File: src/rtl/water_supply_pkg.sv
// Shared types, level codes and sensor-pattern constants for the tank level reader.
// Patterns are ordered {high, mid, low}; 1 means the probe is submerged.
package water_supply_pkg;

    typedef enum logic [2:0] {
        ST_INIT  = 3'd0,
        ST_EMPTY = 3'd1,
        ST_LOW   = 3'd2,
        ST_MID   = 3'd3,
        ST_FULL  = 3'd4,
        ST_FAULT = 3'd5
    } level_state_t;

    localparam logic [1:0] LEVEL_EMPTY = 2'd0;
    localparam logic [1:0] LEVEL_LOW   = 2'd1;
    localparam logic [1:0] LEVEL_MID   = 2'd2;
    localparam logic [1:0] LEVEL_FULL  = 2'd3;

    localparam logic [2:0] PATTERN_EMPTY = 3'b000;
    localparam logic [2:0] PATTERN_LOW   = 3'b001;
    localparam logic [2:0] PATTERN_MID   = 3'b011;
    localparam logic [2:0] PATTERN_FULL  = 3'b111;

    // Water fills from the bottom, so a higher probe wet above a dry lower one is physically impossible.
    function automatic logic pattern_is_valid(input logic [2:0] pattern);
        return (pattern == PATTERN_EMPTY) || (pattern == PATTERN_LOW) ||
               (pattern == PATTERN_MID)   || (pattern == PATTERN_FULL);
    endfunction

    function automatic level_state_t pattern_to_state(input logic [2:0] pattern);
        level_state_t st;
        case (pattern)
            PATTERN_EMPTY: st = ST_EMPTY;
            PATTERN_LOW:   st = ST_LOW;
            PATTERN_MID:   st = ST_MID;
            PATTERN_FULL:  st = ST_FULL;
            default:       st = ST_FAULT;
        endcase
        return st;
    endfunction

    function automatic logic [1:0] state_to_code(input level_state_t st);
        logic [1:0] code;
        case (st)
            ST_LOW:  code = LEVEL_LOW;
            ST_MID:  code = LEVEL_MID;
            ST_FULL: code = LEVEL_FULL;
            default: code = LEVEL_EMPTY;
        endcase
        return code;
    endfunction

    function automatic logic is_level_state(input level_state_t st);
        return (st == ST_EMPTY) || (st == ST_LOW) || (st == ST_MID) || (st == ST_FULL);
    endfunction

endpackage

File: src/rtl/water_level_sensor_reader_if.sv
// Probe inputs and level/status outputs of the water level reader, bundled as one port.
// The master side drives the probes; the slave side is the reader itself.
interface water_level_sensor_reader_if;

    logic       raw_low_sensor;
    logic       raw_mid_sensor;
    logic       raw_high_sensor;
    logic       water_sensors_conflicting;
    logic       high_water_level;
    logic       low_water_level;
    logic [1:0] level_code;
    logic       level_valid;
    logic       fault_latched;

    modport master (
        output raw_low_sensor,
        output raw_mid_sensor,
        output raw_high_sensor,
        input  water_sensors_conflicting,
        input  high_water_level,
        input  low_water_level,
        input  level_code,
        input  level_valid,
        input  fault_latched
    );

    modport slave (
        input  raw_low_sensor,
        input  raw_mid_sensor,
        input  raw_high_sensor,
        output water_sensors_conflicting,
        output high_water_level,
        output low_water_level,
        output level_code,
        output level_valid,
        output fault_latched
    );

endinterface

File: src/rtl/sensor_debouncer.sv
// Two-flop synchronizer followed by a persistence debouncer for one tank probe.
// The stable value only follows the synchronized probe after DEBOUNCE_CYCLES consecutive disagreeing cycles.
module sensor_debouncer #(
    parameter int DEBOUNCE_CYCLES = 4
) (
    input  logic clock,
    input  logic reset,
    input  logic raw_i,
    output logic stable_o
);

    localparam logic [7:0] COUNT_LAST = 8'(DEBOUNCE_CYCLES - 1);

    logic       sync1_q;
    logic       sync2_q;
    logic       stable_q;
    logic       stable_d;
    logic [7:0] count_q;
    logic [7:0] count_d;

    always_ff @(posedge clock) begin
        if (reset) begin
            sync1_q <= 1'b0;
            sync2_q <= 1'b0;
        end else begin
            sync1_q <= raw_i;
            sync2_q <= sync1_q;
        end
    end

    // Any cycle agreeing with the stable value restarts the persistence count.
    always_comb begin
        stable_d = stable_q;
        count_d  = '0;
        if (sync2_q != stable_q) begin
            if (count_q == COUNT_LAST) begin
                stable_d = sync2_q;
            end else begin
                count_d = count_q + 8'd1;
            end
        end
    end

    always_ff @(posedge clock) begin
        if (reset) begin
            stable_q <= 1'b0;
            count_q  <= '0;
        end else begin
            stable_q <= stable_d;
            count_q  <= count_d;
        end
    end

    assign stable_o = stable_q;

endmodule

File: src/rtl/water_level_sensor_reader.sv
// Tank level reader: debounces three probes, tracks the level in an FSM and flags implausible readings.
// All outputs are registered from the next state so nothing combinational reaches them from the probes.
module water_level_sensor_reader
    import water_supply_pkg::*;
#(
    parameter int DEBOUNCE_CYCLES   = 4,
    parameter int FAULT_HOLD_CYCLES = 3
) (
    input  logic                         clock,
    input  logic                         reset,
    water_level_sensor_reader_if.slave   bus
);

    localparam logic [8:0] INIT_LAST = 9'(DEBOUNCE_CYCLES + 1);
    localparam logic [8:0] HOLD_LAST = 9'(FAULT_HOLD_CYCLES - 1);

    logic         stable_low;
    logic         stable_mid;
    logic         stable_high;
    logic [2:0]   pattern;
    logic         pattern_ok;

    level_state_t state_q;
    level_state_t state_d;
    logic [8:0]   cnt_q;
    logic [8:0]   cnt_d;

    logic         conflicting_q;
    logic         conflicting_d;
    logic         high_q;
    logic         high_d;
    logic         low_q;
    logic         low_d;
    logic [1:0]   code_q;
    logic [1:0]   code_d;
    logic         valid_q;
    logic         valid_d;
    logic         latched_q;
    logic         latched_d;

    sensor_debouncer #(.DEBOUNCE_CYCLES(DEBOUNCE_CYCLES)) u_low_debouncer (
        .clock    (clock),
        .reset    (reset),
        .raw_i    (bus.raw_low_sensor),
        .stable_o (stable_low)
    );

    sensor_debouncer #(.DEBOUNCE_CYCLES(DEBOUNCE_CYCLES)) u_mid_debouncer (
        .clock    (clock),
        .reset    (reset),
        .raw_i    (bus.raw_mid_sensor),
        .stable_o (stable_mid)
    );

    sensor_debouncer #(.DEBOUNCE_CYCLES(DEBOUNCE_CYCLES)) u_high_debouncer (
        .clock    (clock),
        .reset    (reset),
        .raw_i    (bus.raw_high_sensor),
        .stable_o (stable_high)
    );

    assign pattern    = {stable_high, stable_mid, stable_low};
    assign pattern_ok = pattern_is_valid(pattern);

    // One counter serves INIT settling time and the fault entry/exit persistence, since they never overlap.
    always_comb begin
        state_d = state_q;
        cnt_d   = cnt_q;
        case (state_q)
            ST_INIT: begin
                if (cnt_q == INIT_LAST) begin
                    cnt_d   = '0;
                    state_d = pattern_ok ? pattern_to_state(pattern) : ST_FAULT;
                end else begin
                    cnt_d = cnt_q + 9'd1;
                end
            end
            ST_FAULT: begin
                if (!pattern_ok) begin
                    cnt_d = '0;
                end else if (cnt_q == HOLD_LAST) begin
                    cnt_d   = '0;
                    state_d = pattern_to_state(pattern);
                end else begin
                    cnt_d = cnt_q + 9'd1;
                end
            end
            default: begin
                if (pattern_ok) begin
                    cnt_d   = '0;
                    state_d = pattern_to_state(pattern);
                end else if (cnt_q == HOLD_LAST) begin
                    cnt_d   = '0;
                    state_d = ST_FAULT;
                end else begin
                    cnt_d = cnt_q + 9'd1;
                end
            end
        endcase
    end

    always_comb begin
        conflicting_d = (state_d == ST_INIT) || (state_d == ST_FAULT) || !pattern_ok;
        high_d        = (state_d == ST_FULL);
        low_d         = (state_d == ST_EMPTY);
        valid_d       = is_level_state(state_d) && pattern_ok;
        code_d        = valid_d ? state_to_code(state_d) : LEVEL_EMPTY;
        latched_d     = latched_q || (state_d == ST_FAULT);
    end

    always_ff @(posedge clock) begin
        if (reset) begin
            state_q       <= ST_INIT;
            cnt_q         <= '0;
            conflicting_q <= 1'b1;
            high_q        <= 1'b0;
            low_q         <= 1'b0;
            code_q        <= LEVEL_EMPTY;
            valid_q       <= 1'b0;
            latched_q     <= 1'b0;
        end else begin
            state_q       <= state_d;
            cnt_q         <= cnt_d;
            conflicting_q <= conflicting_d;
            high_q        <= high_d;
            low_q         <= low_d;
            code_q        <= code_d;
            valid_q       <= valid_d;
            latched_q     <= latched_d;
        end
    end

    assign bus.water_sensors_conflicting = conflicting_q;
    assign bus.high_water_level          = high_q;
    assign bus.low_water_level           = low_q;
    assign bus.level_code                = code_q;
    assign bus.level_valid               = valid_q;
    assign bus.fault_latched             = latched_q;

endmodule

File: src/flat_wrapper.sv
// flat-port wrapper written by rule: the top's interface ports become plain ports
module water_level_sensor_reader_flat import water_supply_pkg::*;
#(
    parameter int DEBOUNCE_CYCLES   = 4,
    parameter int FAULT_HOLD_CYCLES = 3
)
  (clock, reset, bus_raw_low_sensor, bus_raw_mid_sensor, bus_raw_high_sensor, bus_water_sensors_conflicting, bus_high_water_level, bus_low_water_level, bus_level_code, bus_level_valid, bus_fault_latched);
  water_level_sensor_reader_if bus_i ();
  input  logic clock;
  input  logic reset;
  input wire logic [$bits(bus_i.raw_low_sensor)-1:0] bus_raw_low_sensor;
  input wire logic [$bits(bus_i.raw_mid_sensor)-1:0] bus_raw_mid_sensor;
  input wire logic [$bits(bus_i.raw_high_sensor)-1:0] bus_raw_high_sensor;
  output wire logic [$bits(bus_i.water_sensors_conflicting)-1:0] bus_water_sensors_conflicting;
  output wire logic [$bits(bus_i.high_water_level)-1:0] bus_high_water_level;
  output wire logic [$bits(bus_i.low_water_level)-1:0] bus_low_water_level;
  output wire logic [$bits(bus_i.level_code)-1:0] bus_level_code;
  output wire logic [$bits(bus_i.level_valid)-1:0] bus_level_valid;
  output wire logic [$bits(bus_i.fault_latched)-1:0] bus_fault_latched;
  assign bus_i.raw_low_sensor = bus_raw_low_sensor;
  assign bus_i.raw_mid_sensor = bus_raw_mid_sensor;
  assign bus_i.raw_high_sensor = bus_raw_high_sensor;
  assign bus_water_sensors_conflicting = bus_i.water_sensors_conflicting;
  assign bus_high_water_level = bus_i.high_water_level;
  assign bus_low_water_level = bus_i.low_water_level;
  assign bus_level_code = bus_i.level_code;
  assign bus_level_valid = bus_i.level_valid;
  assign bus_fault_latched = bus_i.fault_latched;
  water_level_sensor_reader #(.DEBOUNCE_CYCLES(DEBOUNCE_CYCLES), .FAULT_HOLD_CYCLES(FAULT_HOLD_CYCLES)) u_core (.clock(clock), .reset(reset), .bus(bus_i));
endmodule
File: config.mk
export PLATFORM = sky130hd
export DESIGN_NAME = water_level_sensor_reader_flat
export DESIGN_NICKNAME = d
export VERILOG_FILES = /design/src/rtl/water_supply_pkg.sv /design/src/rtl/water_level_sensor_reader_if.sv /design/src/rtl/sensor_debouncer.sv /design/src/rtl/water_level_sensor_reader.sv /design/src/flat_wrapper.sv
export SDC_FILE = /design/constraint.sdc
export NUM_CORES = 1
export LEC_CHECK = 0
export ABC_AREA = 1
export BUFFER_PORTS_ARGS = -buffer_cell sky130_fd_sc_hd__buf_2
export CORE_MARGIN = 2
export CORE_UTILIZATION = 60
export CTS_CLUSTER_SIZE = 28
export DETAILED_ROUTE_END_ITERATION = 12
export PLACE_DENSITY = 0.87
export SYNTH_ARGS = -nofsm -noshare
export SYNTH_HDL_FRONTEND = slang
export SYNTH_SLANG_ARGS = --single-unit
File: constraint.sdc
create_clock -name clock -period 2.1 [get_ports clock]
set_clock_uncertainty 0.1 [all_clocks]
set_input_delay 0.315 -clock clock [delete_from_list [all_inputs] [get_ports clock]]
set_output_delay 0.315 -clock clock [all_outputs]
set_load 0.01 [all_outputs]
==> out/metrics.cfg <==
[synthesis]
ys_ff_latch=52
synthCells=325
synth_edf_count=0
synthAdderAreaFrac=0.0317
synth_top_family_by_area=simple AND/OR/NAND/NOR gates
yosysSeqAreaShare=0.439
synth_xor_area_frac=0.0296
synth_area_um2=2370
ys_types=30
syn-mean-instance-area_um2=7.29
synthMuxAreaShare=0
synth-compound-area-share=0.0808
synth_fp_nets=336
synth-main-ff-cell=dfxtp_1
synthArstFlopShare=0
ys_warn_count=0
yosys.area_share.simple=0.317

[setup_path]
worstPathArrival_ns=1.86
reg2reg_from=u_core.cnt_q[0]
end_kind=flip-flop
r2r_slack_ns=0.36
crit_end=u_core.bus.level_valid
cp.required_ns=2.21
r2r_cells=12
worstReg2RegEnd=u_core.bus.level_valid
crit_path_frequent_cell=nand2_1
critPathKind=reg -> reg
crit_chain=ha_1 -> nand2_1 -> inv_1 -> nand2_1 -> o21ai_0 -> nand2_1 -> nand2_1 -> nand2_1 -> nand2_1 -> nand3_2 -> nand3_2 -> inv_2
crit_fanout=5
crit_start=u_core.cnt_q[0]
slowest_delay_ns=0.40
crit_path_start_kind=flip-flop
cp_slowest_cell=dfxtp_1

[global_route]
grt_pass1_vias=1806
overflow=0
grt_max_degree=17
grt_use_total=0.211
grt_pass1_wl_mm=7.29
antenna_found_initial=0

[floorplanning]
dieArea_um2=4470
core_um2=3720
initial_core_util=0.638
rows=22
die_h_um=66.8
die_width_um=66.8
boundaryPins=12

[route]
drt-wirelength-per-cell_um=10.6
drt_wl_total_mm=4.14
drc=0
viasPerCell=5.01
drtIter0Drc=106
ant_nets=0
first_pass_iters=6
vias=1955

[clock_tree]
cts_tree=done
post_cts.repair.setup_buffers=0
htree_levels=2
numCtsBuffers=5
clock_path_buffers=2
ctsResizeCount=0
holdBufCountCts=0
cts_sinks=52
cts.clk_slew.worst_paths_ns=0.10
insertion_delay_ns=0.31
cts_root_buf=clkbuf_8

[timing]
worst_slew_pin_slew_ns=0.337
finalSetupViolCount=0
finalSetupTns_ns=0
fin_crit_sh=0.830
period_needed_ns=1.74
hold_violations=0
hold_ws_ns=0.101
rsz0062_at_grt=false
final-max-slew-violation-count=0
clock.fmax_mhz=574
slew_headroom=0.773

[pwr]
leakage_nw=1.15
power.density_nw_per_um2=941
ir_drop_uv=820

[layout]
syn_to_final_growth_pct=11.2
drive_gt1_frac=0.143
diodes=0
mostFrequentLayoutCells=inv_1 (54), nand2_1 (54), dfxtp_1 (52), nor2_1 (46), nand3_1 (21)
layout.nets=352

[min_path]
hold_path_class=in -> reg
whs_path_depth=3

[place]
detailed_place_hpwl_mm=3.09
portBuffers=11
routabilityCongestion=0.865

[run]
drv_cap=0

[status]
status=complete, no violations

cell families after synthesis:
| group | after synthesis |
|---|---|
| AND/OR/NAND/NOR | 162 |
| flip-flops | 52 |
| AO/OA/AOI/OAI | 33 |
| adder cells (fa/ha/maj) | 6 |
| buffers and inverters | 64 |
| XOR/XNOR | 8 |
state kept, by name, indices dropped and copies added (netlist names), 2 cells and up:
name and count:
u_core.bus.level_code 2, u_core.state_q 3, u_core.u_high_debouncer.count_q 8, u_core.u_mid_debouncer.count_q 8
u_core.cnt_q 9, u_core.u_low_debouncer.count_q 8
how the worst min path moves through the flow:
stage / from / endpoint / slack, ns
6_report: bus_raw_high_sensor / u_core.u_high_debouncer.sync1_q / 0.10
5_1_grt: bus_raw_low_sensor / u_core.u_low_debouncer.sync1_q / 0.11
4_1_cts: bus_raw_mid_sensor / u_core.u_mid_debouncer.sync1_q / 0.1
3_5_place_dp: u_core.u_high_debouncer.sync1_q / u_core.u_high_debouncer.sync2_q / 0.31
3_3_place_gp: u_core.u_high_debouncer.sync1_q / u_core.u_high_debouncer.sync2_q / 0.29
2_1_floorplan: reset / u_core.bus.fault_latched / 0.28
synthesized netlist by cell type (2+ instances only):
master,n,share of area
a21oi_1,14,0.030
a21oi_2,4,0.015
dfxtp_1,52,0.44
ha_1,6,0.032
inv_1,54,0.086
inv_2,8,0.013
nand2_1,54,0.086
nand2_2,6,0.016
nand3_1,21,0.044
nand3_2,5,0.021
nand4_1,3,0.0079
nor2_1,46,0.073
nor2_2,4,0.011
nor3_1,11,0.023
nor3b_1,2,0.0063
nor4_1,6,0.016
o21ai_0,8,0.017
o21ai_1,3,0.0063
xnor2_1,2,0.0074
xor2_1,6,0.022
cell type report:
class | count | area (um^2)
Clock buffer | 5 | 68.8
Clock inverter | 3 | 90.1
Fill cell | 304 | 1080
Inverter | 62 | 233
Multi-Input combinational cell | 209 | 1090
Sequential cell | 52 | 1040
Tap cell | 48 | 60.1
Timing Repair Buffer | 11 | 55.1
critical path, delay by kind of cell (launching register included):
kind / cells / cell delay [ns]
AND/OR/NAND/NOR: 8 / 0.69
adder cells (fa/ha/maj): 1 / 0.17
AO/OA/AOI/OAI: 1 / 0.21
flip-flops: 1 / 0.40
buffers and inverters: 2 / 0.08
where the power goes:
| part | switching (mW) | leakage [nW] | internal (mW) |
|---|---|---|---|
| Sequential | 0.0460 | 0.421 | 1.05 |
| Clock | 0.327 | 0.0784 | 0.595 |
| Combinational | 0.305 | 0.653 | 0.153 |
| Total | 0.678 | 1.15 | 1.80 |
stage by stage:
stage	setup slack, ns	cells	utilization	power (mW)	cell area, um^2
2_1_floorplan	0.589	325	-	1.47	2370
3_3_place_gp	0.469	382	0.666	1.56	2480
3_5_place_dp	0.411	382	0.666	1.58	2480
4_1_cts	0.393	390	0.709	2.49	2640
5_1_grt	0.213	390	0.709	2.60	2640
6_report	0.356	390	0.709	2.48	2640
per-layer routing:
layer,global-route usage,routed length (um),vias to the layer above
li1,-,-,1054
met1,0.258,1970,866
met2,0.364,1970,27
met3,0.0507,121,8
met4,0.0638,69,0
met5,0,0,-
Note: power is estimated with default switching activity, not from simulation.
